### config.mk
export PLATFORM = sky130hd
export DESIGN_NAME = multicycle_control_flat
export DESIGN_NICKNAME = d
export VERILOG_FILES = /design/src/rtl/multicycle_control_if.sv /design/src/rtl/multicycle_control.sv /design/src/flat_wrapper.sv
export SDC_FILE = /design/constraint.sdc
export NUM_CORES = 1
export LEC_CHECK = 0
export ABC_AREA = 1
export CAP_MARGIN = 15
export CORE_MARGIN = 2
export CORE_UTILIZATION = 39
export DETAILED_ROUTE_END_ITERATION = 16
export PLACE_DENSITY = 0.7
export SLEW_MARGIN = 15
export SYNTH_ARGS = -nofsm -noshare
export SYNTH_HDL_FRONTEND = slang
export SYNTH_SLANG_ARGS = --single-unit
### constraint.sdc
create_clock -name multicycle_control_clock_in -period 1.1 [get_ports multicycle_control_clock_in]
set_clock_uncertainty 0.05 [all_clocks]
set_input_delay 0.22 -clock multicycle_control_clock_in [delete_from_list [all_inputs] [get_ports multicycle_control_clock_in]]
set_output_delay 0.22 -clock multicycle_control_clock_in [all_outputs]
set_load 0.02 [all_outputs]
### src/rtl/multicycle_control_if.sv
// Handshake/strobe bundle between the multicycle_control FSM and the
// Core101 datapath plus instruction/data memory interfaces.
// master: the control FSM. slave: the datapath/memory side.
interface multicycle_control_if #(
  parameter int PC_SEL_W = 2,
  parameter int OPCODE_W = 7
);
  // Datapath / memory -> control
  logic [OPCODE_W-1:0] multicycle_control_opcode_in;
  logic                multicycle_control_branch_taken_in;
  logic                multicycle_control_stall_in;
  logic                multicycle_control_imem_ready_in;
  logic                multicycle_control_dmem_ready_in;

  // Control -> datapath / memory
  logic                multicycle_control_imem_req_out;
  logic                multicycle_control_dmem_req_out;
  logic                multicycle_control_dmem_we_out;
  logic                multicycle_control_pc_set_val_out;
  logic                multicycle_control_ir_set_val_out;
  logic [PC_SEL_W-1:0] multicycle_control_pc_mux_sel_out;
  logic                multicycle_control_rf_we_out;
  logic [2:0]          multicycle_control_state_out;
  logic                multicycle_control_fault_out;

  modport master (
    input  multicycle_control_opcode_in,
    input  multicycle_control_branch_taken_in,
    input  multicycle_control_stall_in,
    input  multicycle_control_imem_ready_in,
    input  multicycle_control_dmem_ready_in,
    output multicycle_control_imem_req_out,
    output multicycle_control_dmem_req_out,
    output multicycle_control_dmem_we_out,
    output multicycle_control_pc_set_val_out,
    output multicycle_control_ir_set_val_out,
    output multicycle_control_pc_mux_sel_out,
    output multicycle_control_rf_we_out,
    output multicycle_control_state_out,
    output multicycle_control_fault_out
  );

  modport slave (
    output multicycle_control_opcode_in,
    output multicycle_control_branch_taken_in,
    output multicycle_control_stall_in,
    output multicycle_control_imem_ready_in,
    output multicycle_control_dmem_ready_in,
    input  multicycle_control_imem_req_out,
    input  multicycle_control_dmem_req_out,
    input  multicycle_control_dmem_we_out,
    input  multicycle_control_pc_set_val_out,
    input  multicycle_control_ir_set_val_out,
    input  multicycle_control_pc_mux_sel_out,
    input  multicycle_control_rf_we_out,
    input  multicycle_control_state_out,
    input  multicycle_control_fault_out
  );
endinterface

### src/rtl/multicycle_control.sv
// multicycle_control: IF/ID/EX/MEM/WB control FSM for the Core101 RV32I
// multi-cycle datapath. Skips states by the opcode latched in ID, waits on
// imem/dmem ready, honours a global stall and drives PC/IR/RF/dmem strobes.
// Optional handshake timeout with a sticky FAULT state is enabled by
// defining MULTICYCLE_CONTROL_TIMEOUT_EN.
module multicycle_control #(
  parameter int PC_SEL_W    = 2,
  parameter int OPCODE_W    = 7,
  parameter int MEM_TIMEOUT = 15
) (
  input logic                 multicycle_control_clock_in,
  input logic                 multicycle_control_reset_in,
  multicycle_control_if.master bus
);

  typedef enum logic [2:0] {
    S_IF    = 3'b000,
    S_ID    = 3'b001,
    S_EX    = 3'b011,
    S_MEM   = 3'b010,
    S_WB    = 3'b110
`ifdef MULTICYCLE_CONTROL_TIMEOUT_EN
    , S_FAULT = 3'b111
`endif
  } state_t;

  localparam logic [OPCODE_W-1:0] OP_LOAD   = OPCODE_W'(7'b0000011);
  localparam logic [OPCODE_W-1:0] OP_STORE  = OPCODE_W'(7'b0100011);
  localparam logic [OPCODE_W-1:0] OP_BRANCH = OPCODE_W'(7'b1100011);
  localparam logic [OPCODE_W-1:0] OP_JAL    = OPCODE_W'(7'b1101111);
  localparam logic [OPCODE_W-1:0] OP_JALR   = OPCODE_W'(7'b1100111);
  localparam logic [OPCODE_W-1:0] OP_IMM    = OPCODE_W'(7'b0010011);
  localparam logic [OPCODE_W-1:0] OP_OP     = OPCODE_W'(7'b0110011);
  localparam logic [OPCODE_W-1:0] OP_LUI    = OPCODE_W'(7'b0110111);
  localparam logic [OPCODE_W-1:0] OP_AUIPC  = OPCODE_W'(7'b0010111);

  localparam logic [PC_SEL_W-1:0] SEL_PC4  = PC_SEL_W'(0);
  localparam logic [PC_SEL_W-1:0] SEL_BR   = PC_SEL_W'(1);
  localparam logic [PC_SEL_W-1:0] SEL_JAL  = PC_SEL_W'(2);
  localparam logic [PC_SEL_W-1:0] SEL_JALR = PC_SEL_W'(3);

  state_t              state_q, state_d;
  logic [OPCODE_W-1:0] opcode_q;
  logic                opcode_en;

  logic                imem_req, dmem_req, dmem_we;
  logic                pc_set, ir_set, rf_we, fault;
  logic [PC_SEL_W-1:0] pc_sel;

  // NOTE: strobes are qualified by reset as well as stall, so an async
  // reset mid-instruction cannot leak a load/write pulse while rst is low.
  logic run;
  assign run = multicycle_control_reset_in && !bus.multicycle_control_stall_in;

  // Decode of the latched opcode; EX/MEM/WB never look at the live IR.
  logic is_load, is_store, is_branch, writes_rf;
  assign is_load   = (opcode_q == OP_LOAD);
  assign is_store  = (opcode_q == OP_STORE);
  assign is_branch = (opcode_q == OP_BRANCH);
  assign writes_rf = is_load || (opcode_q == OP_IMM) || (opcode_q == OP_OP) ||
                     (opcode_q == OP_LUI) || (opcode_q == OP_AUIPC) ||
                     (opcode_q == OP_JAL) || (opcode_q == OP_JALR);

  // A handshake state with its ready still low this cycle.
  logic waiting;
  assign waiting = ((state_q == S_IF)  && !bus.multicycle_control_imem_ready_in) ||
                   ((state_q == S_MEM) && !bus.multicycle_control_dmem_ready_in);

`ifdef MULTICYCLE_CONTROL_TIMEOUT_EN
  localparam int CNT_W = (MEM_TIMEOUT < 2) ? 1 : $clog2(MEM_TIMEOUT + 1);
  logic [CNT_W-1:0] tmo_cnt_q;
  logic             tmo_hit;

  // Last unready, unstalled cycle before the budget is exhausted.
  assign tmo_hit = run && waiting && (tmo_cnt_q == CNT_W'(MEM_TIMEOUT - 1));

  // Wait-cycle counter: counts unstalled unready cycles, clears on any move.
  always_ff @(posedge multicycle_control_clock_in or negedge multicycle_control_reset_in) begin
    if (!multicycle_control_reset_in) begin
      tmo_cnt_q <= '0;
    end else if (state_d != state_q) begin
      tmo_cnt_q <= '0;
    end else if (run && waiting) begin
      tmo_cnt_q <= tmo_cnt_q + 1'b1;
    end
  end
`else
  logic tmo_hit;
  assign tmo_hit = 1'b0;
  localparam int unused_mem_timeout = MEM_TIMEOUT;
  logic unused_waiting;
  assign unused_waiting = waiting;
`endif

  // State and latched-opcode registers.
  always_ff @(posedge multicycle_control_clock_in or negedge multicycle_control_reset_in) begin
    // NOTE: sequential state uses non-blocking assignments so every
    // register samples pre-edge values regardless of statement order.
    if (!multicycle_control_reset_in) begin
      state_q  <= S_IF;
      opcode_q <= '0;
    end else begin
      state_q <= state_d;
      if (opcode_en) begin
        opcode_q <= bus.multicycle_control_opcode_in;
      end
    end
  end

  // Next-state and output decode.
  always_comb begin
    // NOTE: every output gets a default first so no path infers a latch.
    state_d   = state_q;
    opcode_en = 1'b0;
    imem_req  = 1'b0;
    dmem_req  = 1'b0;
    dmem_we   = 1'b0;
    pc_set    = 1'b0;
    ir_set    = 1'b0;
    pc_sel    = SEL_PC4;
    rf_we     = 1'b0;
    fault     = 1'b0;

    case (state_q)
      S_IF: begin
        imem_req = 1'b1;
        if (run && bus.multicycle_control_imem_ready_in) begin
          ir_set  = 1'b1;
          state_d = S_ID;
        end
      end
      S_ID: begin
        if (run) begin
          opcode_en = 1'b1;
          state_d   = S_EX;
        end
      end
      S_EX: begin
        if (run) begin
          if (is_load || is_store) begin
            state_d = S_MEM;
          end else if (is_branch) begin
            pc_set  = 1'b1;
            pc_sel  = bus.multicycle_control_branch_taken_in ? SEL_BR : SEL_PC4;
            state_d = S_IF;
          end else begin
            state_d = S_WB;
          end
        end
      end
      S_MEM: begin
        dmem_req = 1'b1;
        dmem_we  = is_store;
        if (run && bus.multicycle_control_dmem_ready_in) begin
          if (is_store) begin
            pc_set  = 1'b1;
            state_d = S_IF;
          end else begin
            state_d = S_WB;
          end
        end
      end
      S_WB: begin
        if (run) begin
          pc_set  = 1'b1;
          rf_we   = writes_rf;
          state_d = S_IF;
          if (opcode_q == OP_JAL) begin
            pc_sel = SEL_JAL;
          end else if (opcode_q == OP_JALR) begin
            pc_sel = SEL_JALR;
          end
        end
      end
`ifdef MULTICYCLE_CONTROL_TIMEOUT_EN
      S_FAULT: begin
        fault = 1'b1;
      end
`endif
      default: begin
        state_d = S_IF;
      end
    endcase

`ifdef MULTICYCLE_CONTROL_TIMEOUT_EN
    if (tmo_hit) begin
      state_d = S_FAULT;
    end
`else
    if (tmo_hit) begin
      state_d = S_IF;
    end
`endif
  end

  assign bus.multicycle_control_imem_req_out   = imem_req;
  assign bus.multicycle_control_dmem_req_out   = dmem_req;
  assign bus.multicycle_control_dmem_we_out    = dmem_we;
  assign bus.multicycle_control_pc_set_val_out = pc_set;
  assign bus.multicycle_control_ir_set_val_out = ir_set;
  assign bus.multicycle_control_pc_mux_sel_out = pc_sel;
  assign bus.multicycle_control_rf_we_out      = rf_we;
  assign bus.multicycle_control_state_out      = state_q;
  assign bus.multicycle_control_fault_out      = fault;

endmodule

### src/flat_wrapper.sv
// flat-port wrapper written by rule: the top's interface ports become plain ports
module multicycle_control_flat 
#(
  parameter int PC_SEL_W    = 2,
  parameter int OPCODE_W    = 7,
  parameter int MEM_TIMEOUT = 15
)
  (multicycle_control_clock_in, multicycle_control_reset_in, bus_multicycle_control_opcode_in, bus_multicycle_control_branch_taken_in, bus_multicycle_control_stall_in, bus_multicycle_control_imem_ready_in, bus_multicycle_control_dmem_ready_in, bus_multicycle_control_imem_req_out, bus_multicycle_control_dmem_req_out, bus_multicycle_control_dmem_we_out, bus_multicycle_control_pc_set_val_out, bus_multicycle_control_ir_set_val_out, bus_multicycle_control_pc_mux_sel_out, bus_multicycle_control_rf_we_out, bus_multicycle_control_state_out, bus_multicycle_control_fault_out);
  multicycle_control_if #(.PC_SEL_W(PC_SEL_W), .OPCODE_W(OPCODE_W)) bus_i ();
  input logic multicycle_control_clock_in;
  input logic multicycle_control_reset_in;
  input wire logic [$bits(bus_i.multicycle_control_opcode_in)-1:0] bus_multicycle_control_opcode_in;
  input wire logic [$bits(bus_i.multicycle_control_branch_taken_in)-1:0] bus_multicycle_control_branch_taken_in;
  input wire logic [$bits(bus_i.multicycle_control_stall_in)-1:0] bus_multicycle_control_stall_in;
  input wire logic [$bits(bus_i.multicycle_control_imem_ready_in)-1:0] bus_multicycle_control_imem_ready_in;
  input wire logic [$bits(bus_i.multicycle_control_dmem_ready_in)-1:0] bus_multicycle_control_dmem_ready_in;
  output wire logic [$bits(bus_i.multicycle_control_imem_req_out)-1:0] bus_multicycle_control_imem_req_out;
  output wire logic [$bits(bus_i.multicycle_control_dmem_req_out)-1:0] bus_multicycle_control_dmem_req_out;
  output wire logic [$bits(bus_i.multicycle_control_dmem_we_out)-1:0] bus_multicycle_control_dmem_we_out;
  output wire logic [$bits(bus_i.multicycle_control_pc_set_val_out)-1:0] bus_multicycle_control_pc_set_val_out;
  output wire logic [$bits(bus_i.multicycle_control_ir_set_val_out)-1:0] bus_multicycle_control_ir_set_val_out;
  output wire logic [$bits(bus_i.multicycle_control_pc_mux_sel_out)-1:0] bus_multicycle_control_pc_mux_sel_out;
  output wire logic [$bits(bus_i.multicycle_control_rf_we_out)-1:0] bus_multicycle_control_rf_we_out;
  output wire logic [$bits(bus_i.multicycle_control_state_out)-1:0] bus_multicycle_control_state_out;
  output wire logic [$bits(bus_i.multicycle_control_fault_out)-1:0] bus_multicycle_control_fault_out;
  assign bus_i.multicycle_control_opcode_in = bus_multicycle_control_opcode_in;
  assign bus_i.multicycle_control_branch_taken_in = bus_multicycle_control_branch_taken_in;
  assign bus_i.multicycle_control_stall_in = bus_multicycle_control_stall_in;
  assign bus_i.multicycle_control_imem_ready_in = bus_multicycle_control_imem_ready_in;
  assign bus_i.multicycle_control_dmem_ready_in = bus_multicycle_control_dmem_ready_in;
  assign bus_multicycle_control_imem_req_out = bus_i.multicycle_control_imem_req_out;
  assign bus_multicycle_control_dmem_req_out = bus_i.multicycle_control_dmem_req_out;
  assign bus_multicycle_control_dmem_we_out = bus_i.multicycle_control_dmem_we_out;
  assign bus_multicycle_control_pc_set_val_out = bus_i.multicycle_control_pc_set_val_out;
  assign bus_multicycle_control_ir_set_val_out = bus_i.multicycle_control_ir_set_val_out;
  assign bus_multicycle_control_pc_mux_sel_out = bus_i.multicycle_control_pc_mux_sel_out;
  assign bus_multicycle_control_rf_we_out = bus_i.multicycle_control_rf_we_out;
  assign bus_multicycle_control_state_out = bus_i.multicycle_control_state_out;
  assign bus_multicycle_control_fault_out = bus_i.multicycle_control_fault_out;
  multicycle_control #(.PC_SEL_W(PC_SEL_W), .OPCODE_W(OPCODE_W), .MEM_TIMEOUT(MEM_TIMEOUT)) u_core (.multicycle_control_clock_in(multicycle_control_clock_in), .multicycle_control_reset_in(multicycle_control_reset_in), .bus(bus_i));
endmodule
==> impl_metrics.csv <==
group,metric,value,unit
power,powerDensity,2470,nW/um^2
synth,synthAdderAreaFrac,0,
flow_run,drv_cap,0,
synth,ys_ff_latch,10,
synth,synth_fp_nets,112,
sta,period_minus_slack,1730,ps
sta,setup_ws,-634,ps
power,irDropWorstVdd,2.00,mV
sta,clock.fmax,0.577,GHz
synth,ys_types,21,
critical_path,crit_arrival,1460,ps
floorplan,rows,15,
sta,drv_slew,0,
sta,finalHoldViolCount,0,
global_routing,grtUsageMet1,0.327,
floorplan,initial_core_util,0.412,
layout,layout_commonest_cell,"buf_4",
synth,synthSimpleGateAreaFrac,0.371,
placed_design,io_buffers,23,
critical_path,crit_path_cell_trace,"inv_4, nand3_4, nor2_4, nand4_1, o21ai_2, buf_6",
clock_tree,clk_pin_slew,80,ps
critical_path,critPathTopFamily,"flip-flops",
floorplan,die_area,2180,sq um
sta,finalSetupViolations,21,
synth,ys_seq_area_frac,0.352,
synth,netlist_area,711,sq um
synth,synth_xor_area_frac,0,
floorplan,io_pins,25,
layout,drive_above_1_share,0.659,
critical_path,r2r-end,"u_core.bus.multicycle_control_state_out[1]$_DFFE_PN0P_",
worst_hold_path,hold_path.class,"in2async",
critical_path,path_buf_inv,2,
status,violations,"negative setup slack",
critical_path,crit_required,830,ps
detailed_routing,drcViolationCount,0,
global_routing,grtUsageMet3,0.0549,
power,power,3.67,mW
clock_tree,cts.path.max_buffers,2,
floorplan,die_w,46.7,um
clock_tree,clock_sinks,10,
global_routing,met2_usage,0.464,
clock_tree,cts_tree,"done",
synth,post_synth.cell_area_avg,7.18,sq um
detailed_routing,wl_per_cell,15.2,um
sta,rsz0062_at_grt,"yes",
sta,hold_ws,151,ps
detailed_routing,via_per_inst,4.93,
critical_path,crit_path_start,"u_core.bus.multicycle_control_state_out[0]$_DFFE_PN0P_",
layout,n_fill_cell,103,
global_routing,grt_pass1_vias,898,
global_routing,grt_overflow,0,
critical_path,cp.depth,6,
synth,muxShareOfSynthArea,0,
critical_path,r2r_start,"u_core.bus.multicycle_control_state_out[2]$_DFFE_PN0P_",
critical_path,critPathCapture,"bus_multicycle_control_pc_mux_sel_out[0]",
global_routing,top_usage_layer,"met2",
clock_tree,cts_made_buffers,3,
floorplan,coreArea,1730,sq um
critical_path,start_kind,"flop",
status,status,"finished, violations left",
layout,multiInputGateArea,513,sq um
placed_design,dp_cells,170,
power,p_leak,0.725,nW
floorplan,die_h,46.7,um
detailed_routing,drt_iter0_markers,37,
critical_path,cp_slowest_cell,"dfrtp_2",
layout,final_cell_mix,"36 x buf_4, 13 x nand2_1, 13 x buf_6",
critical_path,cp-end-kind,"primary output",
global_routing,grt_pass1_wl,3980,um
global_routing,track_usage,0.273,
detailed_routing,dr_total_vias,931,
placed_design,dp_hpwl,1550,um
synth,syn_inst,99,
clock_tree,clock_latency,270,ps
critical_path,cp_slowest_stage_delay,430,ps
global_routing,grt_start_max_net_pins,11,
detailed_routing,routed_wl,2870,um
global_routing,antenna_found_initial,0,
detailed_routing,dr.pass1.iters,4,
synth,yosysWarnings,0,
clock_tree,cts-root-buf,"clkbuf_4",
sta,fin_crit_sh,1.58,
layout,register_area,254,sq um
critical_path,r2r_slack,-470,ps
clock_tree,htree_levels,1,
synth,synth-compound-area-share,0.150,
layout,fin_cells,189,
layout,diodes,0,
critical_path,cp_max_fo,3,
layout,syn2layout_area_growth,109,%
detailed_routing,ant_nets,0,
critical_path,path_class,"reg2out",
critical_path,reg2regPathDepth,10,
layout,nets,178,
placed_design,gp_congestion,0.847,
synth,synth_top_family_by_area,"simple AND/OR/NAND/NOR gates",
-- worst reg2reg max path, cell delays in order, from the launching register on --
cell     delay [ps]
dfrtp_2         460
buf_4           160
buf_6           120
nor2_4          120
buf_6           140
nand2_2          70
nand3_2         110
nand2_2          80
nand2_2          70
nand2_1          60
nand2_1          70
-- sequential cells by signal, summed over array words and instances, names as in the netlist --
name and cells:
u_core.bus.multicycle_control_state_out 3, u_core.opcode_q 7
-- where the power goes --
group | switching (mW) | total, mW | internal [mW]
sequential | 0.186 | 0.735 | 0.549
clock | 0.141 | 0.342 | 0.201
combinational | 1.33 | 2.59 | 1.26
total | 1.66 | 3.67 | 2.01
-- Yosys cell counts --
cell | count | area share
nor2_1 | 8 | 0.042
nand3_2 | 3 | 0.042
nor2_4 | 1 | 0.016
a21oi_2 | 5 | 0.062
o211ai_1 | 1 | 0.011
o2111ai_1 | 1 | 0.012
nand2_2 | 4 | 0.035
dfrtp_1 | 10 | 0.35
o21ai_2 | 3 | 0.037
nor2_2 | 2 | 0.018
buf_4 | 1 | 0.011
conb_1 | 1 | 0.0053
buf_6 | 1 | 0.016
nand2_1 | 23 | 0.12
nand3_1 | 9 | 0.063
inv_1 | 16 | 0.085
o21ai_0 | 3 | 0.021
o21ai_1 | 1 | 0.0070
inv_2 | 2 | 0.011
nor3_1 | 1 | 0.0070
nand4_1 | 3 | 0.026
-- through the flow --
stage / worst slack, ps / setup TNS (ps) / utilization / instance area (sq um)
after floorplan: -506 / -3690 / - / 726
after global placement: -1030 / -13470 / 0.677 / 1170
after detailed placement: -1090 / -14080 / 0.677 / 1170
after CTS: -635 / -8470 / 0.790 / 1360
after global routing: -702 / -10220 / 0.862 / 1490
final: -634 / -9470 / 0.862 / 1490
-- worst min path at each step --
stage	from	to	slack [ps]	cells after the start
2_1_floorplan	multicycle_control_reset_in	u_core.bus.multicycle_control_state_out[0]$_DFFE_PN0P_	-130	0
3_3_place_gp	u_core.opcode_q[0]$_DFFE_PN0P_	u_core.opcode_q[0]$_DFFE_PN0P_	420	2
3_5_place_dp	u_core.opcode_q[0]$_DFFE_PN0P_	u_core.opcode_q[0]$_DFFE_PN0P_	420	2
4_1_cts	multicycle_control_reset_in	u_core.opcode_q[0]$_DFFE_PN0P_	140	3
5_1_grt	multicycle_control_reset_in	u_core.bus.multicycle_control_state_out[2]$_DFFE_PN0P_	160	3
6_report	multicycle_control_reset_in	u_core.bus.multicycle_control_state_out[2]$_DFFE_PN0P_	150	3
-- repair_timing --
item	4_1_cts	5_1_grt
buffers inserted	6	9
hold buffers	0	0
setup endpoints to repair	21	21
endpoints found under the hold margin	0	0
gates resized for setup	93	19
cloned	1	0
pin swaps	5	11
-- cell type report --
class | instances | area share
Sequential cell | 10 | 0.171
Timing Repair Buffer | 63 | 0.392
Inverter | 18 | 0.0471
Clock buffer | 4 | 0.0244
Tap cell | 25 | 0.0210
Multi-Input combinational cell | 69 | 0.345
-- metal layers --
layer,vias to the layer above,share of wire
met5,-,0
met4,0,0.024
met3,9,0.062
met2,43,0.49
met1,432,0.42
li1,447,-
-- kinds of logic (layout without fill, tap and decap cells) --
logic type             count (synthesis)  in the layout
AND/OR/NAND/NOR                       54             54
buffers and inverters                 20             85
AO/OA/AOI/OAI                         14             14
flip-flops                            10             10
other                                  1              1
(Power assumes the default switching activity.)
==> RTL edit: new RTL, config.mk and constraints unchanged <==
The option `MULTICYCLE_CONTROL_TIMEOUT_EN` is turned on by a define.
--- a/src/rtl/multicycle_control.sv
+++ b/src/rtl/multicycle_control.sv
@@ -5,2 +5,4 @@
 // defining MULTICYCLE_CONTROL_TIMEOUT_EN.
+`define MULTICYCLE_CONTROL_TIMEOUT_EN
+
 module multicycle_control #(
Function: same outputs for any inputs over 10 cycles, from zero or initial values and one cycle with multicycle_control_reset_in low; that may be too few to reach the edited logic, so the function may still have changed.
==> RTL edit against the unedited design <==
The run still ends with setup timing left; area after synthesis rose by 39%; routed wire length rose by 79%; final area rose by 46%; hold slack improved by 99 ps; setup slack got worse by 230 ps; maximum frequency fell by 12%; synthesized cell count rose by 53%; via count rose by 52%; register-to-register slack got worse by 370 ps; sequential cell count rose by 4; cell count rose by 41%; non-clock buffer count rose by 20.
Power is left out: it rests on default switching activity, and per cell area and clock period it moved more than threefold.
==> RTL edit: results (changes against the unedited design) <==
GRT
  – Vias in the first global route: 1,373 (+53%)
  – Total track usage: 0.299 (+0.0262)
  – First-pass GRT wire length: 6070 µm (+53%)
  – Pin count of the biggest net entering global routing: 15 (+4)

Critical path
  – Internal reg-to-reg setup slack: -840 ps (-370 ps)
  – CP endpoint: u_core.tmo_cnt_q[1]
  – Crit path DAT: 2140 ps (+680 ps)
  – Slowest cell on the critical path: clkdlybuf4s50_1
  – CP delay by family, top: simple AND/OR/NAND/NOR gates
  – Worst setup path startpoint: bus_multicycle_control_stall_in
  – Crit path max fanout: 6 (+3)
  – Crit-path max cell delay: 500 ps (+70 ps)
  – FF-to-FF Start: u_core.bus.multicycle_control_state_out[0]

Finish
  – Area growth, synth to finish: 121%
  – Layout cells sized above 1: 0.648 (-0.0102)
  – Final nets: 252 (+42%)
  – Fillers: 102 (-0.97%)

Place
  – Placed insts: 242 (+42%)
  – Placer Congestion: 0.895 (+5.7%)
  – DP Area: 0.00159 mm² (+36%)
  – Dpl hpwl: 2250 µm (+45%)
  – IO buf count: 24 (+4.3%)
  – Post-Place Worst Slack: -1090 ps (+5.22 ps)

STA
  – Post-route setup TNS: -15,100 ps (-5630 ps)
  – Final setup margin: -862 ps (-229 ps)
  – Final setup viols: 26 (+24%)
  – Hold_ws: 250 ps (+99.2 ps)

Synthesis
  – Post-synthesis compound-gate area fraction: 0.0419 (-0.108)
  – Syn avg cell area: 6.52 µm² (-9.2%)
  – Sequential area share after synthesis: 0.356 (+0.00367)
  – Synth top area cells: dfrtp_1 (36%), nand2_1 (16%), inv_1 (9.1%), nor2_1 (9.1%), nand3_1 (5.1%)
  – Library cells used by synthesis: 19 (-9.5%)
  – Synth Area in Adders: 0.0254 (+0.0254)
  – Most frequent cells after synthesis: nand2_1 (42), inv_1 (24), nor2_1 (24), dfrtp_1 (14), nand3_1 (10)

Detailed routing
  – Wirelength per Cell: 19.3 µm (+27%)
  – Vias post-DR: 1,414 (+52%)
  – DR vias/cell: 5.32 (+7.9%)

Clocking
  – Skew-Pair Late Insertion Delay: 300 ps (+30 ps)

Status
  – Failing checks: setup timing
  – Outcome: finished with violations
[RTL edit: layout make-up]
type / instances / share of cell area
repair buffers: 83 / 0.371
well taps: 30 / 0.0173
clock buffers: 4 / 0.0121
inverters: 31 / 0.0581
flip-flops and latches: 14 / 0.163
multi-input cells: 104 / 0.378
[RTL edit: cells by family (layout without fill, tap and decap cells)]
logic type / count (synthesis) / count (layout)
simple gates: 91 / 91
buf+inv: 33 / 118
flops: 14 / 14
compound gates: 8 / 8
xor+xnor: 3 / 3
fa+ha+maj: 2 / 2
[RTL edit: timing repair]
item,CTS,global route
pin swaps,23,21
resized for setup,131,58
hold endpoints to repair,0,0
setup endpoints to repair,26,26
buffers inserted,14,9
gates cloned,1,0
[RTL edit: layer usage]
| metal | part of all wire | vias up | track usage |
|---|---|---|---|
| met5 | 0 | - | 0 |
| met4 | 0.066 | 0 | 0.246 |
| met3 | 0.045 | 32 | 0.0383 |
| met2 | 0.51 | 69 | 0.542 |
| met1 | 0.38 | 683 | 0.303 |
| li1 | - | 630 | - |
